==> config.mk <==
export PLATFORM = sky130hd
export DESIGN_NAME = fib_seq_gen
export DESIGN_NICKNAME = d
export VERILOG_FILES = /design/src/rtl/fib_pkg.sv /design/src/rtl/fib_step.sv /design/src/rtl/fib_seq_gen.sv
export SDC_FILE = /design/constraint.sdc
export NUM_CORES = 1
export LEC_CHECK = 0
export CORE_UTILIZATION = 56
export DETAILED_ROUTE_END_ITERATION = 10
export PLACE_DENSITY_LB_ADDON = 0.1
export SKIP_CTS_REPAIR_TIMING = 1
export SLEW_MARGIN = 15
export SYNTH_ARGS = -nofsm -noshare
export SYNTH_HDL_FRONTEND = slang
export SYNTH_SLANG_ARGS = --single-unit
==> constraint.sdc <==
create_clock -name clk -period 5.4 [get_ports clk]
set_input_delay 1.08 -clock clk [delete_from_list [all_inputs] [get_ports clk]]
set_output_delay 1.08 -clock clk [all_outputs]
set_load 0.005 [all_outputs]
==> src/rtl/fib_pkg.sv <==
// Shared definitions for the Fibonacci-class sequence generator:
// run-state encoding, default sizes and the saturation fill value.
package fib_pkg;

  typedef enum logic [1:0] {
    IDLE = 2'd0,
    RUN  = 2'd1,
    DONE = 2'd2
  } fib_state_e;

  localparam int FIB_WIDTH_DEF = 32;
  localparam int FIB_CNT_W_DEF = 8;

  // Replicated across the term width to form the all-ones saturated term
  localparam logic FIB_SAT_BIT = 1'b1;

endpackage

==> src/rtl/fib_step.sv <==
// One recurrence step: a+b evaluated one bit wider so the carry is visible.
// Build option FIB_SAT_EN: when defined, an overflowing sum is clamped to
// all-ones; otherwise the truncated sum is passed through and the carry
// alone tells the controller to stop the run.
module fib_step
  import fib_pkg::*;
#(
  parameter int WIDTH = FIB_WIDTH_DEF
) (
  input  logic [WIDTH-1:0] a_i,
  input  logic [WIDTH-1:0] b_i,
  output logic [WIDTH-1:0] sum_o,
  output logic             carry_o
);

  logic [WIDTH:0] fullSum;

  // Widened add, carry extraction and the optional clamp
  always_comb begin
    fullSum = {1'b0, a_i} + {1'b0, b_i};
    carry_o = fullSum[WIDTH];
`ifdef FIB_SAT_EN
    sum_o   = carry_o ? {WIDTH{FIB_SAT_BIT}} : fullSum[WIDTH-1:0];
`else
    sum_o   = fullSum[WIDTH-1:0];
`endif
  end

endmodule

==> src/rtl/fib_seq_gen.sv <==
// Parametrised Fibonacci-class sequence generator with loadable seeds,
// programmable term count, valid/ready output and overflow reporting.
// Build option FIB_SAT_EN: when defined, overflowing terms saturate to
// all-ones and the run continues; when undefined, the run ends in DONE
// after the last representable term has been transferred.
//
// Datapath invariant: a_q is always the presented term and b_q the term
// that follows it; bOvf_q remembers that b_q came from an overflowing add.
module fib_seq_gen
  import fib_pkg::*;
#(
  parameter int WIDTH = FIB_WIDTH_DEF,
  parameter int CNT_W = FIB_CNT_W_DEF
) (
  input  logic             clk,
  input  logic             rst,
  input  logic             start,
  input  logic [WIDTH-1:0] seed0,
  input  logic [WIDTH-1:0] seed1,
  input  logic [CNT_W-1:0] n_terms,
  input  logic             ready,
  output logic             valid,
  output logic [WIDTH-1:0] term_out,
  output logic [CNT_W-1:0] term_idx,
  output logic             busy,
  output logic             done,
  output logic             ovf
);

  fib_state_e       state_q, state_d;
  logic [WIDTH-1:0] a_q, a_d;
  logic [WIDTH-1:0] b_q, b_d;
  logic [CNT_W-1:0] idx_q, idx_d;
  logic [CNT_W-1:0] nTerms_q, nTerms_d;
  logic             bOvf_q, bOvf_d;
  logic             ovf_q, ovf_d;

  logic [WIDTH-1:0] stepSum;
  logic             stepCarry;
  logic             startOk;
  logic             xfer;
  logic             lastXfer;
  logic             ovfStop;

  fib_step #(.WIDTH(WIDTH)) uStep (
    .a_i    (a_q),
    .b_i    (b_q),
    .sum_o  (stepSum),
    .carry_o(stepCarry)
  );

  // Handshake decode: start acceptance, transfers, last term and overflow stop
  always_comb begin
    startOk  = start && (state_q != RUN);
    xfer     = (state_q == RUN) && ready;
    lastXfer = xfer && (idx_q == nTerms_q - 1'b1);
`ifdef FIB_SAT_EN
    ovfStop  = 1'b0;
`else
    ovfStop  = xfer && !lastXfer && bOvf_q;
`endif
  end

  // State register
  always_ff @(posedge clk or negedge rst) begin
    if (!rst) begin
      state_q <= IDLE;
    end else begin
      state_q <= state_d;
    end
  end

  // Next-state logic
  always_comb begin
    state_d = state_q;
    case (state_q)
      IDLE, DONE: begin
        if (start) begin
          state_d = (n_terms != '0) ? RUN : DONE;
        end
      end
      RUN: begin
        if (lastXfer || ovfStop) begin
          state_d = DONE;
        end
      end
      default: state_d = IDLE;
    endcase
  end

  // Status outputs decoded from the state
  always_comb begin
    valid = (state_q == RUN);
    busy  = (state_q == RUN);
    done  = (state_q == DONE);
  end

  // Datapath next values: load seeds on start, advance on non-final transfers
  always_comb begin
    a_d      = a_q;
    b_d      = b_q;
    idx_d    = idx_q;
    nTerms_d = nTerms_q;
    bOvf_d   = bOvf_q;
    ovf_d    = ovf_q;
    if (startOk) begin
      a_d      = seed0;
      b_d      = seed1;
      idx_d    = '0;
      nTerms_d = n_terms;
      bOvf_d   = 1'b0;
      ovf_d    = 1'b0;
    end else if (ovfStop) begin
      ovf_d    = 1'b1;
    end else if (xfer && !lastXfer) begin
      a_d      = b_q;
      b_d      = stepSum;
      idx_d    = idx_q + 1'b1;
      bOvf_d   = stepCarry;
      ovf_d    = ovf_q | bOvf_q;
    end
  end

  // Datapath registers
  always_ff @(posedge clk or negedge rst) begin
    if (!rst) begin
      a_q      <= '0;
      b_q      <= '0;
      idx_q    <= '0;
      nTerms_q <= '0;
      bOvf_q   <= 1'b0;
      ovf_q    <= 1'b0;
    end else begin
      a_q      <= a_d;
      b_q      <= b_d;
      idx_q    <= idx_d;
      nTerms_q <= nTerms_d;
      bOvf_q   <= bOvf_d;
      ovf_q    <= ovf_d;
    end
  end

  assign term_out = a_q;
  assign term_idx = idx_q;
  assign ovf      = ovf_q;

endmodule

==> metrics.csv <==
stage,metric,value,unit
grt,wire length of the first global-routing pass,24.0,mm
synthesis,"Primary FF master, synth",dfrtp_1,
clocking,clk sinks,84,
worst_setup_path,Crit path max-delay family,simple AND/OR/NAND/NOR gates,
clocking,Clock Path Buffers,2,
floorplan,Initial Util,57.3,%
finish,Layout Nets,875,
sta,Min Hold Slack,0.504,ns
placement,routability cong.,0.883,
power_and_ir_drop,Power Density,698,nW/µm²
worst_setup_path,Worst setup EP type,register,
synthesis,Mapped Cells,663,
drt,WL/cell,16.6,µm
worst_setup_path,Worst EP required,5.65,ns
outcome,status,"finished, final reports clean",
finish,Post-Route Utilization,71.9,%
worst_setup_path,startpoint class of the critical path,register,
synthesis,Post-synth ARST share,100,%
synthesis,synthesized area,5570,µm²
grt,vias in the first global route,5243,
floorplan,# rows,36,
floorplan,Die W,102,µm
worst_setup_path,"Worst Path Class, Setup",reg2reg,
sta,Final setup viols,0,
synthesis,number of synthesized flops with an enable pin,0,
sta,Fin. Hold Viols,0,
floorplan,Ports,120,
worst_hold_path,hold crit path type,reg2reg,
placement,Port-buffer cells,119,
sta,post-route setup slack,2.00,ns
grt,pin count of the biggest net entering global routing,85,
worst_setup_path,crit path max fanout,42,
synthesis,Synth Register Bits,84,
grt,initial antenna violation count,0,
floorplan,core area,9730,µm²
worst_setup_path,crit path max-delay cell type,nand2b_2,
sta,Max Clk Rate,294,MHz
job,MaxCap Viol Count,0,
sta,setup TNS,0,ns
worst_setup_path,Crit path buffers/inverters,0,
sta,Tmin final,3.40,ns
finish,layout cells sized above 1,3.39,%
drt,Pre-Repair DR Iteration Count,5,
clocking,root buf cell,clkbuf_8,
worst_setup_path,crit path DAT,3.64,ns
clocking,TritonCTS buffer count,9,
drt,DR iter-0 viols,219,
sta,Final Max Tran Viols,0,
synthesis,library cells used by synthesis,56,
floorplan,Die H,102,µm
drt,total number of vias,5359,
synthesis,syn nets,774,
sta,clk_skew,0.00703,ns
synthesis,"top cells by area, synth","dfrtp_1, nand2_1, ha_1",
clocking,Clock Pin Slew Worst Setup and Hold Paths,0.08,ns
clocking,worst skew pair latency,0.37,ns
drt,final wirelength,14.9,mm
grt,GRT Total Usage,29.4,%
sta,RSZ-0062 raised after global routing,no,
power_and_ir_drop,Worst IR Drop VDD,0.000303,V
synthesis,Mean Syn Cell Area,8.41,µm²
placement,pre-CTS setup slack,1.98,ns
drt,DR vias/cell,5.95,
clocking,H-Tree Depth,3,
grt,aggregate global routing overflow,0,
synthesis,register area share after synthesis,37.7,%
worst_setup_path,WP depth,8,
sta,worst slew pin tran,0.991,ns
synthesis,"area leader, netlist",dfrtp_1,
floorplan,Die Area,10400,µm²
finish,ant diodes,0,
worst_setup_path,R2R Setup Slk,2.00,ns
worst_setup_path,Reg2Reg Depth,8,
placement,HPWL after DPL,10.5,mm
drt,Routed Antenna Nets,0,
worst_setup_path,CP max stage delay,0.63,ns
sta,normalized max-slew margin,33.9,%
worst_hold_path,Hold Path Depth,2,
sta,fin crit share,62.9,%
synthesis,post-synth top area share,37.7,%
worst_setup_path,worst path cell trace,or4_1 > or3_1 > a2111oi_4 > a31oi_1 > nand2b_2 > nand2_1 > o22ai_1 > a21oi_1,
power_and_ir_drop,Leak Pwr,3.13,nW
finish,Filler cells,790,
synthesis,Yosys warning count,0,
clocking,CTS tree,built,
drt,# DRC,0,
finish,Area Growth Syn to Fin,25.6,%
==> where the power goes <==
| part | internal [W] | switching [W] |
|---|---|---|
| logic | 0.00144 | 0.00180 |
| clock network | 0.000208 | 0.000228 |
| registers | 0.000931 | 0.000284 |
==> placed cells by master, fill, tap and decap left out, drive strengths merged, types with 13 or more instances in the layout <==
master	instances
nand2	126
clkdlybuf4s50	118
dfrtp	84
a21oi	55
nor2	50
o21ai	39
a22oi	34
ha	34
xnor2	20
xor2	18
and3	18
inv	14
a31oi	13
==> synth_stat cells, types with 12 or more instances <==
cell / number
a21oi_1: 55
a22oi_1: 34
a31oi_1: 12
and3_1: 18
clkbuf_1: 23
dfrtp_1: 84
ha_1: 34
inv_1: 14
nand2_1: 126
nor2_1: 49
o21ai_0: 37
xnor2_1: 20
xor2_1: 18
==> state kept, by name, indices dropped and copies added (netlist names) <==
register  flops
b_q          32
term_out     32
nTerms_q      8
term_idx      8
state_q       2
bOvf_q        1
ovf           1
==> per-stage QoR <==
stage / cell area (µm²) / cells / power [W]
after CTS: 7000 / 900 / 0.00486
after global placement: 6820 / 886 / 0.00428
final: 7000 / 900 / 0.00489
after global routing: 7000 / 900 / 0.00531
after floorplan: 5570 / 663 / 0.00348
after detailed placement: 6820 / 886 / 0.00440
==> worst min-delay path: stages, from the launching register on <==
cell,delay (ns)
dfrtp_1,0.36
nand2_1,0.06
nand2_1,0.06
==> path summary, 6_finish.rpt <==
| path | startpoint | end |
|---|---|---|
| max in group asynchronous | rst | term_out[26] |
| min in group asynchronous | rst | b_q[20] |
| max | nTerms_q[0] | b_q[28] |
| max reg2reg | nTerms_q[0] | b_q[28] |
| min reg2reg | nTerms_q[7] | nTerms_q[7] |
| min | nTerms_q[7] | nTerms_q[7] |
==> cells by family after synthesis <==
family          Yosys count  synth area share [%]
fa+ha+maj                35                  7.99
flops                    84                  37.7
xor+xnor                 38                  5.97
simple gates            252                  20.3
compound gates          203                  23.8
buf+inv                  47                  3.55
mux                       4                 0.741
==> layout make-up <==
type | instances | area (µm²) | area share, %
Clock inverter | 3 | 40.0 | 0.572
Clock buffer | 11 | 131 | 1.88
Tap cell | 133 | 166 | 2.38
Sequential cell | 84 | 2100 | 30.0
Inverter | 14 | 52.6 | 0.751
Multi-Input combinational cell | 532 | 3280 | 46.9
Timing Repair Buffer | 123 | 1220 | 17.5
==> per-layer routing <==
layer  track usage [%]  vias to the layer above  part of all wire, %
li1                  -                     2581                    -
met2              52.3                      184                   50
met4              12.3                        0                  2.0
met3              4.00                       28                  5.2
met5                 0                        -                    0
met1              35.6                     2566                   43
(Power assumes the default switching activity.)
